File: config.mk
export PLATFORM = sky130hd
export DESIGN_NAME = ad1_sample_scheduler_flat
export DESIGN_NICKNAME = d
export VERILOG_FILES = /design/src/rtl/ad1_sample_scheduler_if.sv /design/src/rtl/ad1_sample_scheduler.sv /design/src/flat_wrapper.sv
export SDC_FILE = /design/constraint.sdc
export NUM_CORES = 1
export LEC_CHECK = 0
export CAP_MARGIN = 5
export CORE_MARGIN = 2
export CORE_UTILIZATION = 40
export CTS_CLUSTER_DIAMETER = 150
export CTS_CLUSTER_SIZE = 30
export DETAILED_ROUTE_END_ITERATION = 10
export DONT_BUFFER_PORTS = 1
export SKIP_CTS_REPAIR_TIMING = 1
export SLEW_MARGIN = 10
export SYNTH_ARGS = -nofsm -noshare
export SYNTH_HDL_FRONTEND = slang
export SYNTH_SLANG_ARGS = --single-unit
File: constraint.sdc
create_clock -name clk -period 2.7 [get_ports clk]
set_input_delay 0.27 -clock clk [delete_from_list [all_inputs] [get_ports clk]]
set_output_delay 0.27 -clock clk [all_outputs]
set_load 0.05 [all_outputs]
File: src/rtl/ad1_sample_scheduler_if.sv
// Bundle between the AD1 sample scheduler and its environment (requesters, flag control, AD1 core).
// master = environment side, slave = scheduler side.
interface ad1_sample_scheduler_if #(
    parameter int PERIOD_WIDTH = 16
);
    logic [PERIOD_WIDTH-1:0] period;
    logic                    req0;
    logic                    req1;
    logic                    ack0;
    logic                    ack1;
    logic                    tick_valid;
    logic [11:0]             sample_ch0;
    logic [11:0]             sample_ch1;
    logic                    overrun;
    logic                    timeout_err;
    logic                    clr_flags;
    logic                    ad_start;
    logic                    ad_done;
    logic [11:0]             ad_ch0;
    logic [11:0]             ad_ch1;

    modport master (
        output period, req0, req1, clr_flags, ad_done, ad_ch0, ad_ch1,
        input  ack0, ack1, tick_valid, sample_ch0, sample_ch1, overrun, timeout_err, ad_start
    );

    modport slave (
        input  period, req0, req1, clr_flags, ad_done, ad_ch0, ad_ch1,
        output ack0, ack1, tick_valid, sample_ch0, sample_ch1, overrun, timeout_err, ad_start
    );
endinterface

File: src/rtl/ad1_sample_scheduler.sv
// Shares one Pmod AD1 conversion engine between a periodic timer and two round-robin requesters,
// with a conversion watchdog. Define AD1_SCHED_TIMER_EN to compile in the periodic timer.
module ad1_sample_scheduler #(
    parameter int PERIOD_WIDTH = 16,
    parameter int TIMEOUT      = 1024
) (
    input logic                   clk,
    input logic                   rst,
    ad1_sample_scheduler_if.slave sched_io
);
    localparam int              WD_W    = $clog2(TIMEOUT) + 1;
    localparam logic [WD_W-1:0] WD_LAST = WD_W'(TIMEOUT - 1);

    typedef enum logic [1:0] {IDLE, ISSUE, WAIT} state_t;
    typedef enum logic [1:0] {SRC_P0, SRC_P1, SRC_TMR} src_t;

    state_t          state_q;
    src_t            src_q;
    logic            rr_q;
    logic [WD_W-1:0] wdog_q;
    logic            ad_start_q;
    logic            ack0_q;
    logic            ack1_q;
    logic            tick_valid_q;
    logic [11:0]     smp0_q;
    logic [11:0]     smp1_q;
    logic            timeout_err_q;
    logic            timeout_err_d;
    logic            tick_pend;
    logic            req0_eff;
    logic            req1_eff;
    logic            wd_fire;

    // A requester is not re-granted in its own ack cycle; a held req counts again afterwards.
    assign req0_eff = sched_io.req0 & ~ack0_q;
    assign req1_eff = sched_io.req1 & ~ack1_q;
    assign wd_fire  = (state_q == WAIT) && !sched_io.ad_done && ((wdog_q + WD_W'(1)) == WD_LAST);

`ifdef AD1_SCHED_TIMER_EN
    logic [PERIOD_WIDTH-1:0] tcnt_q;
    logic [PERIOD_WIDTH-1:0] tcnt_d;
    logic                    tpend_q;
    logic                    tpend_d;
    logic                    overrun_q;
    logic                    overrun_d;
    logic                    wrap;
    logic                    ovr_set;
    logic                    tmr_done;

    assign tmr_done = (state_q == WAIT) && sched_io.ad_done && (src_q == SRC_TMR);

    // Counter above a newly lowered period wraps on the next cycle.
    always_comb begin
        tcnt_d = tcnt_q + PERIOD_WIDTH'(1);
        wrap   = 1'b0;
        if (sched_io.period == '0) begin
            tcnt_d = '0;
        end else if (tcnt_q >= (sched_io.period - PERIOD_WIDTH'(1))) begin
            tcnt_d = '0;
            wrap   = 1'b1;
        end
    end

    always_comb begin
        tpend_d = tpend_q;
        ovr_set = 1'b0;
        if (tmr_done) begin
            tpend_d = 1'b0;
        end
        if (wrap) begin
            if (tpend_q && !tmr_done) begin
                ovr_set = 1'b1;
            end else begin
                tpend_d = 1'b1;
            end
        end
        overrun_d = sched_io.clr_flags ? 1'b0 : (overrun_q | ovr_set);
    end

    always_ff @(posedge clk) begin
        if (rst) begin
            tcnt_q    <= '0;
            tpend_q   <= 1'b0;
            overrun_q <= 1'b0;
        end else begin
            tcnt_q    <= tcnt_d;
            tpend_q   <= tpend_d;
            overrun_q <= overrun_d;
        end
    end

    assign tick_pend        = tpend_q;
    assign sched_io.overrun = overrun_q;
`else
    logic unused_period;
    assign unused_period    = ^sched_io.period;
    assign tick_pend        = 1'b0;
    assign sched_io.overrun = 1'b0;
`endif

    assign timeout_err_d = sched_io.clr_flags ? 1'b0 : (timeout_err_q | wd_fire);

    always_ff @(posedge clk) begin
        if (rst) begin
            timeout_err_q <= 1'b0;
        end else begin
            timeout_err_q <= timeout_err_d;
        end
    end

    always_ff @(posedge clk) begin
        if (rst) begin
            state_q      <= IDLE;
            src_q        <= SRC_P0;
            rr_q         <= 1'b1;
            wdog_q       <= '0;
            ad_start_q   <= 1'b0;
            ack0_q       <= 1'b0;
            ack1_q       <= 1'b0;
            tick_valid_q <= 1'b0;
            smp0_q       <= '0;
            smp1_q       <= '0;
        end else begin
            ad_start_q   <= 1'b0;
            ack0_q       <= 1'b0;
            ack1_q       <= 1'b0;
            tick_valid_q <= 1'b0;
            case (state_q)
                IDLE: begin
                    // rr_q names the last-served port; the timer never moves it.
                    if (tick_pend) begin
                        src_q      <= SRC_TMR;
                        ad_start_q <= 1'b1;
                        state_q    <= ISSUE;
                    end else if (req0_eff && (!req1_eff || rr_q)) begin
                        src_q      <= SRC_P0;
                        ad_start_q <= 1'b1;
                        state_q    <= ISSUE;
                    end else if (req1_eff) begin
                        src_q      <= SRC_P1;
                        ad_start_q <= 1'b1;
                        state_q    <= ISSUE;
                    end
                end
                ISSUE: begin
                    wdog_q  <= '0;
                    state_q <= WAIT;
                end
                WAIT: begin
                    if (sched_io.ad_done) begin
                        smp0_q  <= sched_io.ad_ch0;
                        smp1_q  <= sched_io.ad_ch1;
                        state_q <= IDLE;
                        case (src_q)
                            SRC_P0: begin
                                ack0_q <= 1'b1;
                                rr_q   <= 1'b0;
                            end
                            SRC_P1: begin
                                ack1_q <= 1'b1;
                                rr_q   <= 1'b1;
                            end
                            default: tick_valid_q <= 1'b1;
                        endcase
                    end else if (wd_fire) begin
                        // Source stays pending and is re-arbitrated from IDLE.
                        state_q <= IDLE;
                    end else begin
                        wdog_q <= wdog_q + WD_W'(1);
                    end
                end
                default: state_q <= IDLE;
            endcase
        end
    end

    assign sched_io.ad_start    = ad_start_q;
    assign sched_io.ack0        = ack0_q;
    assign sched_io.ack1        = ack1_q;
    assign sched_io.tick_valid  = tick_valid_q;
    assign sched_io.sample_ch0  = smp0_q;
    assign sched_io.sample_ch1  = smp1_q;
    assign sched_io.timeout_err = timeout_err_q;
endmodule
File: src/flat_wrapper.sv
// flat-port wrapper written by rule: the top's interface ports become plain ports
module ad1_sample_scheduler_flat 
#(
    parameter int PERIOD_WIDTH = 16,
    parameter int TIMEOUT      = 1024
)
  (clk, rst, sched_io_period, sched_io_req0, sched_io_req1, sched_io_clr_flags, sched_io_ad_done, sched_io_ad_ch0, sched_io_ad_ch1, sched_io_ack0, sched_io_ack1, sched_io_tick_valid, sched_io_sample_ch0, sched_io_sample_ch1, sched_io_overrun, sched_io_timeout_err, sched_io_ad_start);
  ad1_sample_scheduler_if #(.PERIOD_WIDTH(PERIOD_WIDTH)) sched_io_i ();
  input logic clk;
  input logic rst;
  input wire logic [$bits(sched_io_i.period)-1:0] sched_io_period;
  input wire logic [$bits(sched_io_i.req0)-1:0] sched_io_req0;
  input wire logic [$bits(sched_io_i.req1)-1:0] sched_io_req1;
  input wire logic [$bits(sched_io_i.clr_flags)-1:0] sched_io_clr_flags;
  input wire logic [$bits(sched_io_i.ad_done)-1:0] sched_io_ad_done;
  input wire logic [$bits(sched_io_i.ad_ch0)-1:0] sched_io_ad_ch0;
  input wire logic [$bits(sched_io_i.ad_ch1)-1:0] sched_io_ad_ch1;
  output wire logic [$bits(sched_io_i.ack0)-1:0] sched_io_ack0;
  output wire logic [$bits(sched_io_i.ack1)-1:0] sched_io_ack1;
  output wire logic [$bits(sched_io_i.tick_valid)-1:0] sched_io_tick_valid;
  output wire logic [$bits(sched_io_i.sample_ch0)-1:0] sched_io_sample_ch0;
  output wire logic [$bits(sched_io_i.sample_ch1)-1:0] sched_io_sample_ch1;
  output wire logic [$bits(sched_io_i.overrun)-1:0] sched_io_overrun;
  output wire logic [$bits(sched_io_i.timeout_err)-1:0] sched_io_timeout_err;
  output wire logic [$bits(sched_io_i.ad_start)-1:0] sched_io_ad_start;
  assign sched_io_i.period = sched_io_period;
  assign sched_io_i.req0 = sched_io_req0;
  assign sched_io_i.req1 = sched_io_req1;
  assign sched_io_i.clr_flags = sched_io_clr_flags;
  assign sched_io_i.ad_done = sched_io_ad_done;
  assign sched_io_i.ad_ch0 = sched_io_ad_ch0;
  assign sched_io_i.ad_ch1 = sched_io_ad_ch1;
  assign sched_io_ack0 = sched_io_i.ack0;
  assign sched_io_ack1 = sched_io_i.ack1;
  assign sched_io_tick_valid = sched_io_i.tick_valid;
  assign sched_io_sample_ch0 = sched_io_i.sample_ch0;
  assign sched_io_sample_ch1 = sched_io_i.sample_ch1;
  assign sched_io_overrun = sched_io_i.overrun;
  assign sched_io_timeout_err = sched_io_i.timeout_err;
  assign sched_io_ad_start = sched_io_i.ad_start;
  ad1_sample_scheduler #(.PERIOD_WIDTH(PERIOD_WIDTH), .TIMEOUT(TIMEOUT)) u_core (.clk(clk), .rst(rst), .sched_io(sched_io_i));
endmodule
[Word-level counts from Yosys, hierarchy flattened]
Cells that the tools add are included.
Storage, ports and cells
  register bits after elaboration: 45
  input bits: 46
  output and inout port bits: 30
  logic and storage cells: 63
Cells by class
  $add $sub $neg: 1
  equality and inequality tests: 8
  mux-type cells: 15
  bitwise logic cells: 8
  reduce and logical (&&, ||, !) cells: 20
Operators with widths (number)
  $mux 11: 2
  $pmux 11 s2: 1
  $add 11x1->11 const B: 1
  $eq 11x10->1 const B: 1
  $mux 2: 5
  $pmux 2 s3: 1
  $reduce_and 2->1: 3
  $reduce_and 3->1: 2
  $reduce_bool 2->1: 3
  $reduce_or 2->1: 3
  $mux 1: 5
  $not 1->1: 5
  $eq 2x1->1 const B: 2
  $logic_not 2->1: 2
  $ne 2x2->1 const B: 2
  $logic_and 1x1->1: 3
  $ne 3x1->1 const B: 1
  $ne 3x2->1 const B: 1
  $reduce_or 3->1: 1
  $and 1x1->1: 2
  $eq 2x2->1 const B: 1
  $logic_not 1->1: 2
  $pmux 1 s2: 1
  $logic_or 1x1->1: 1
  $or 1x1->1: 1

[Depth between registers and ports, before layout]
Gate-level depths: netlist (run 1).
  word-level depth: 7
  gate-level depth with buffers: 7
  mapped depth without buffers: 7

[Worst setup path after synthesis (run 1)]
Ideal clock, no wire load.
  path kind: register to register
  from: register u_core.wdog_q[1]
  to: register u_core.wdog_q[0]
  setup time: 0.116 ns
  data arrival time: 1.864 ns
  data required time: 2.584 ns
  path slack: 0.720 ns
  stages on the path, launching flop included: 8
  path buffers: 0
  clock period less this slack: 1.980 ns
  cell sequence: dfxtp_1 -> ha_1 -> nand3_1 -> or3b_1 -> a21oi_2 -> o2111ai_4 -> nor4b_1 -> a31o_1
Between the ends
  cells in the longest elaborated chain, start to end: 5
RTL lines
  from (decl): line ad1_sample_scheduler.sv:20  | logic [WD_W-1:0] wdog_q;
  from (signal assigned): line ad1_sample_scheduler.sv:169  | wdog_q <= wdog_q + WD_W'(1);
  $add 11x1->11: line ad1_sample_scheduler.sv:37  | assign wd_fire = (state_q == WAIT) && !sched_io.ad_done && ((wdog_q + WD_W'(1)) == WD_LAST);
  $eq 11x10->1: line ad1_sample_scheduler.sv:37
  $logic_and 1x1->1: line ad1_sample_scheduler.sv:37
  $ne 2x2->1 (no source line)
  $reduce_and 3->1 (no source line)
Every way passes these cells.
A chain may end at the register's enable or synchronous reset.

[Worst setup path in the final report (run 1)]
  from: register u_core.wdog_q[0]
  to: register u_core.wdog_q[0]
Between the ends
  cells in the longest elaborated chain, start to end: 5
  elaborated cells between the ends (all ways): 8
  classes of those cells: 1 x add/sub; 2 x eq/ne; 3 x mux; 2 x reduce/logical
RTL lines (line)
  $add 11x1->11 *: ad1_sample_scheduler.sv:37, ad1_sample_scheduler.sv:169
  $eq 11x10->1: ad1_sample_scheduler.sv:37
  $logic_and 1x1->1: ad1_sample_scheduler.sv:37
  $ne 2x2->1 (no source line)
  $reduce_and 3->1 (no source line)
Every way passes the cells marked *; elsewhere a longest branch is shown, timed or not. The select of a mux whose other input is x is not followed.

==> flow_summary.json, run 1 <==
{
  "status": "complete, no violations",
  "crit_start": "u_core.wdog_q[0]$_SDFFE_PP0P_",
  "yosysUniqueCellTypes": 43,
  "yosysTopAreaCell": "dfxtp_1",
  "cts_tree": "built",
  "reg2regPathDepth": 7,
  "rows": 24,
  "rr_endpoint": "u_core.wdog_q[0]$_SDFFE_PP0P_",
  "grt_pass1_vias": 1165,
  "place_hpwl_um": 2470,
  "total_power_mw": 1.16,
  "die_w_um": 70.9,
  "grt_overflow": 0,
  "fin_ws_ns": 0.470,
  "fp.dieH_um": 70.9,
  "drive_gt1_share_pct": 9.04,
  "dieArea_um2": 5030,
  "cts_buffer_depth": 2,
  "diodes": 0,
  "cts_num_sinks": 43,
  "cp.buffers_inverters": 0,
  "r2r_slack_ns": 0.47,
  "synth_edf_count": 0,
  "vias_per_cell": 5.78,
  "slew_violations": 0,
  "hold_depth": 1,
  "arrival_ns": 2.41,
  "cp_max_fo": 9,
  "finalSetupViolCount": 0,
  "first_pass_iters": 4,
  "critPathTopFamily": "simple AND/OR/NAND/NOR gates",
  "hold_start": "rst",
  "p_per_area_nw_per_um2": 609,
  "ios": 76,
  "p_leak_nw": 0.706,
  "end_kind": "flip-flop",
  "grt_pass1_wl_um": 5360,
  "fp.coreArea_um2": 4320,
  "grt_max_degree": 26,
  "cp-start-kind": "flip-flop",
  "hold_viol_final": 0,
  "ys_top_cells_by_area": "dfxtp_1 48%, a22o_1 12%, nand3_1 2.8%",
  "drtIter0Drc": 46,
  "async_reset_ff_share_pct": 0,
  "fin_area_um2": 1900,
  "whs_ns": 0.0431,
  "nNetsFinal": 225,
  "htreeDepth": 2,
  "pre_cts_ws_ns": 0.475,
  "worst-endpoint-required_ns": 2.88,
  "ys.flop_type": "dfxtp_1",
  "ys_seq_area_share_pct": 48.1,
  "yosys_warnings": 0,
  "clk_pin_slew_worst_paths_ns": 0.07,
  "fin_crit_sh_pct": 82.6,
  "synth_top_area_share_pct": 48.1,
  "slew_headroom_pct": 63.8,
  "tns_ns": 0,
  "postRouteAntennaNets": 0,
  "finalClockSkew_ns": 0.00285,
  "initial_core_util_pct": 41.4,
  "numPortBuffers": 0,
  "reg2reg_from": "u_core.wdog_q[0]$_SDFFE_PP0P_",
  "placedInstanceArea_um2": 1810,
  "grt_use_total_pct": 13.6,
  "yosysMostFrequentCell": "dfxtp_1",
  "cp_slowest_cell": "dfxtp_1",
  "syn_inst": 180,
  "hp-class": "in -> reg",
  "holdPathEnd": "u_core.state_q[1]$_SDFFE_PP0P_",
  "rsz0062_at_grt": "false",
  "max_freq_mhz": 448,
  "path_class": "reg -> reg",
  "drv_cap": 0,
  "syn_area_per_cell_um2": 9.95,
  "numCtsBuffers": 5,
  "drcViolationCount": 0,
  "path_cells": "ha_1, nand3_1, or3b_1, a21oi_2, o2111ai_4, nor4b_1, a31o_1",
  "finalWeightedCongestion": 0.820,
  "syn_area_um2": 1790,
  "ir_worst_vdd_mv": 0.361,
  "cts_root_buffer": "clkbuf_8",
  "slowest_delay_ns": 0.49,
  "dr_total_vias": 1324,
  "fin_crit_ns": 2.23,
  "wl_per_cell_um": 14.8,
  "synth-seq-cells": 43,
  "max_slew.worst_pin.slew_ns": 0.542,
  "worst_skew_pair.late_latency_ns": 0.29,
  "wirelength_um": 3390,
  "antenna_found_initial": 0,
  "syn_to_final_growth_pct": 6.08,
  "synth_commonest_cells": "43 x dfxtp_1, 24 x a22o_1, 13 x nor2_1"
}
[flip-flops by register name (all words and copies together), names as in the netlist]
name                         flops
u_core.sched_io.timeout_err      1
u_core.src_q                     1
u_core.sched_io.sample_ch0      12
u_core.state_q                   2
u_core.sched_io.ack1             1
u_core.sched_io.ad_start         1
u_core.wdog_q                   11
u_core.rr_q                      1
u_core.sched_io.sample_ch1      12
u_core.sched_io.ack0             1
[layer usage]
metal	track usage [%]	routed length, µm	part of all wire [%]	vias up
li1	-	-	-	655
met1	15.6	1380	41	599
met2	21.9	1630	48	64
met3	5.98	310	9.1	6
met4	5.87	67	2.0	0
met5	0	0	0	-
[worst register-to-register path: stages (launching register included)]
cell and delay, ns:
dfxtp_1 0.49, ha_1 0.30, nand3_1 0.16, or3b_1 0.42
a21oi_2 0.18, o2111ai_4 0.20, nor4b_1 0.19, a31o_1 0.19
[how the worst max path moves through the flow]
stage,to,depth (start not counted)
after global placement,u_core.wdog_q[0]$_SDFFE_PP0P_,7
after global routing,u_core.wdog_q[0]$_SDFFE_PP0P_,7
after floorplan,u_core.wdog_q[0]$_SDFFE_PP0P_,7
final,u_core.wdog_q[0]$_SDFFE_PP0P_,7
after detailed placement,u_core.wdog_q[0]$_SDFFE_PP0P_,7
after CTS,u_core.wdog_q[0]$_SDFFE_PP0P_,7
[placed cells by master, fill, tap and decap left out, types with 4 or more instances in the layout]
cell type   n
dfxtp_1    43
nand3_1    10
clkbuf_8    6
nor2b_1     4
nand2b_1    4
nor2_1     13
a21oi_1     7
nand2_1     9
a22o_1     24
[through the flow]
| stage | std cells | utilization (%) |
|---|---|---|
| after global placement | 222 | 41.9 |
| after floorplan | 181 | - |
| after global routing | 229 | 43.9 |
| final | 229 | 43.9 |
| after detailed placement | 222 | 41.9 |
| after CTS | 229 | 43.9 |
[power breakdown]
part / total (mW) / internal [mW] / switching (mW)
clock network: 0.399 / 0.200 / 0.198
logic: 0.0504 / 0.0197 / 0.0307
registers: 0.707 / 0.651 / 0.0565
[logic make-up (layout without fill, tap and decap cells)]
family	after synthesis	count (layout)	synth area share [%]
other cells	1	2	0.209
flops	43	43	48.1
xor+xnor	4	4	1.96
buf+inv	15	11	3.91
simple gates	65	65	20.3
fa+ha+maj	2	2	1.40
mux	3	3	1.68
compound gates	47	47	22.5
[area by class of cell]
type | count | area, µm²
sequential | 43 | 861
fill | 426 | 2420
clock buffer | 6 | 82.6
multi-input combinational | 123 | 863
inverter | 2 | 7.51
clock inverter | 1 | 5.00
timing repair buffer | 2 | 15.0
tap | 52 | 65.1
No activity file was read; power rests on OpenSTA's default activity.
==> inputs of run 2 (changes only) <==
clock period = 2.2 ns   (was 2.7 ns; I/O delays follow)
==> flow_summary.json, run 2 (synthesized netlist as in run 1, its figures left out) <==
{
  "finalWeightedCongestion": 0.825,
  "r2r_slack_ns": 0.18,
  "dr_total_vias": 1343,
  "postRouteAntennaNets": 0,
  "reg2reg_from": "u_core.wdog_q[0]$_SDFFE_PP0P_",
  "final_util_pct": 45.0,
  "grt_overflow": 0,
  "drive_gt1_share_pct": 10.4,
  "nFillCells": 426,
  "place_hpwl_um": 2420,
  "p_per_area_nw_per_um2": 747,
  "grt_pass1_vias": 1294,
  "fin_crit_ns": 2.02,
  "dieArea_um2": 5030,
  "hold_viol_final": 0,
  "path_class": "reg -> reg",
  "fp.coreArea_um2": 4320,
  "numPortBuffers": 0,
  "slew_headroom_pct": 64.2,
  "final_cell_mix": "43 x dfxtp_1, 24 x a22o_1, 13 x nor2_1",
  "rsz0062_at_grt": "false",
  "initial_core_util_pct": 41.4,
  "drv_cap": 0,
  "fp.dieH_um": 70.9,
  "arrival_ns": 2.21,
  "vias_per_cell": 5.74,
  "nNetsFinal": 229,
  "grt_pass1_wl_um": 5580,
  "rr_endpoint": "u_core.wdog_q[0]$_SDFFE_PP0P_",
  "grt_max_degree": 26,
  "worst-endpoint-required_ns": 2.39,
  "ios": 76,
  "drtIter0Drc": 35,
  "cp-start-kind": "flip-flop",
  "fin_crit_sh_pct": 91.9,
  "antenna_found_initial": 0,
  "status": "complete, no violations",
  "clk_pin_slew_worst_paths_ns": 0.08,
  "hp-class": "in -> reg",
  "slew_violations": 0,
  "die_w_um": 70.9,
  "cts_tree": "built",
  "max_freq_mhz": 495,
  "finalSetupViolCount": 0,
  "grt_use_total_pct": 13.9,
  "end_kind": "flip-flop",
  "cp_max_fo": 6,
  "numCtsBuffers": 5,
  "worst_skew_pair.late_latency_ns": 0.29,
  "hold_depth": 1,
  "syn_to_final_growth_pct": 8.67,
  "diodes": 0,
  "layout_commonest_cell": "dfxtp_1",
  "cts_root_buffer": "clkbuf_8",
  "reg2regPathDepth": 7,
  "rows": 24,
  "holdPathEnd": "u_core.state_q[0]$_SDFFE_PP0P_",
  "max_slew.worst_pin.slew_ns": 0.536,
  "p_leak_nw": 0.726,
  "finalClockSkew_ns": 0.00258,
  "cts_buffer_depth": 2,
  "htreeDepth": 2,
  "multi_input_area_um2": 863,
  "tns_ns": 0,
  "cts_num_sinks": 43,
  "first_pass_iters": 6,
  "wl_per_cell_um": 15.1,
  "register_area_um2": 861,
  "wirelength_um": 3520,
  "ir_worst_vdd_mv": 0.420,
  "drcViolationCount": 0,
  "hold_start": "rst"
}
-- run 2: cell count changes in the layout (fill, tap and decap cells not counted) --
cell / previous run / this run
buf_4: 2 / 4
clkinv_2: 1 / 0
clkinv_4: 0 / 1
clkinvlp_4: 0 / 1
dlygate4sd3_1: 0 / 2
-- run 2: power by group --
part | internal, mW | switching (mW) | total, mW
clock | 0.256 | 0.261 | 0.517
sequential | 0.798 | 0.0683 | 0.866
combinational | 0.0276 | 0.0423 | 0.0699
total | 1.08 | 0.372 | 1.45
-- run 2: worst max-delay path, stage by stage, from the launching register on --
cell,delay [ns]
dfxtp_1,0.34
ha_1,0.26
nand3_1,0.15
or3b_1,0.41
a21oi_2,0.18
o2111ai_4,0.20
nor4b_1,0.20
a31o_1,0.19
-- run 2: metal layers --
layer  track usage, %  up-vias  routed length (µm)
li1                 -      661                   -
met3             4.42        7                 241
met4             5.87        0                  70
met5                0        -                   0
met2             22.6       54                1680
met1             17.0      621                1530
-- run 2: how the worst max path moves through the flow --
stage,startpoint,endpoint,cells after the start
2_1_floorplan,u_core.wdog_q[1]$_SDFFE_PP0P_,u_core.wdog_q[0]$_SDFFE_PP0P_,7
3_3_place_gp,u_core.wdog_q[0]$_SDFFE_PP0P_,u_core.wdog_q[0]$_SDFFE_PP0P_,7
3_5_place_dp,u_core.wdog_q[0]$_SDFFE_PP0P_,u_core.wdog_q[0]$_SDFFE_PP0P_,7
4_1_cts,u_core.wdog_q[0]$_SDFFE_PP0P_,u_core.wdog_q[0]$_SDFFE_PP0P_,7
5_1_grt,u_core.wdog_q[1]$_SDFFE_PP0P_,u_core.wdog_q[0]$_SDFFE_PP0P_,7
6_report,u_core.wdog_q[0]$_SDFFE_PP0P_,u_core.wdog_q[0]$_SDFFE_PP0P_,7
-- run 2: cell type report --
cell class / instances / area share, %
repair buffers: 6 / 2.57
clock inverters: 2 / 0.836
multi-input cells: 123 / 44.4
well taps: 52 / 3.34
inverters: 2 / 0.386
flip-flops and latches: 43 / 44.2
clock buffers: 6 / 4.24
-- run 2: through the flow --
step / std cells / worst slack, ns / power (mW) / hold WS [ns] / cell area [µm²]
after global placement: 224 / 0.223 / 0.946 / 0.294 / 1830
final: 234 / 0.178 / 1.45 / 0.00579 / 1950
after CTS: 232 / 0.172 / 1.47 / -0.0259 / 1930
after global routing: 234 / 0.0724 / 1.52 / 0.00205 / 1950
after detailed placement: 224 / 0.184 / 0.948 / 0.296 / 1830
after floorplan: 181 / 0.220 / 0.943 / 0.346 / 1790
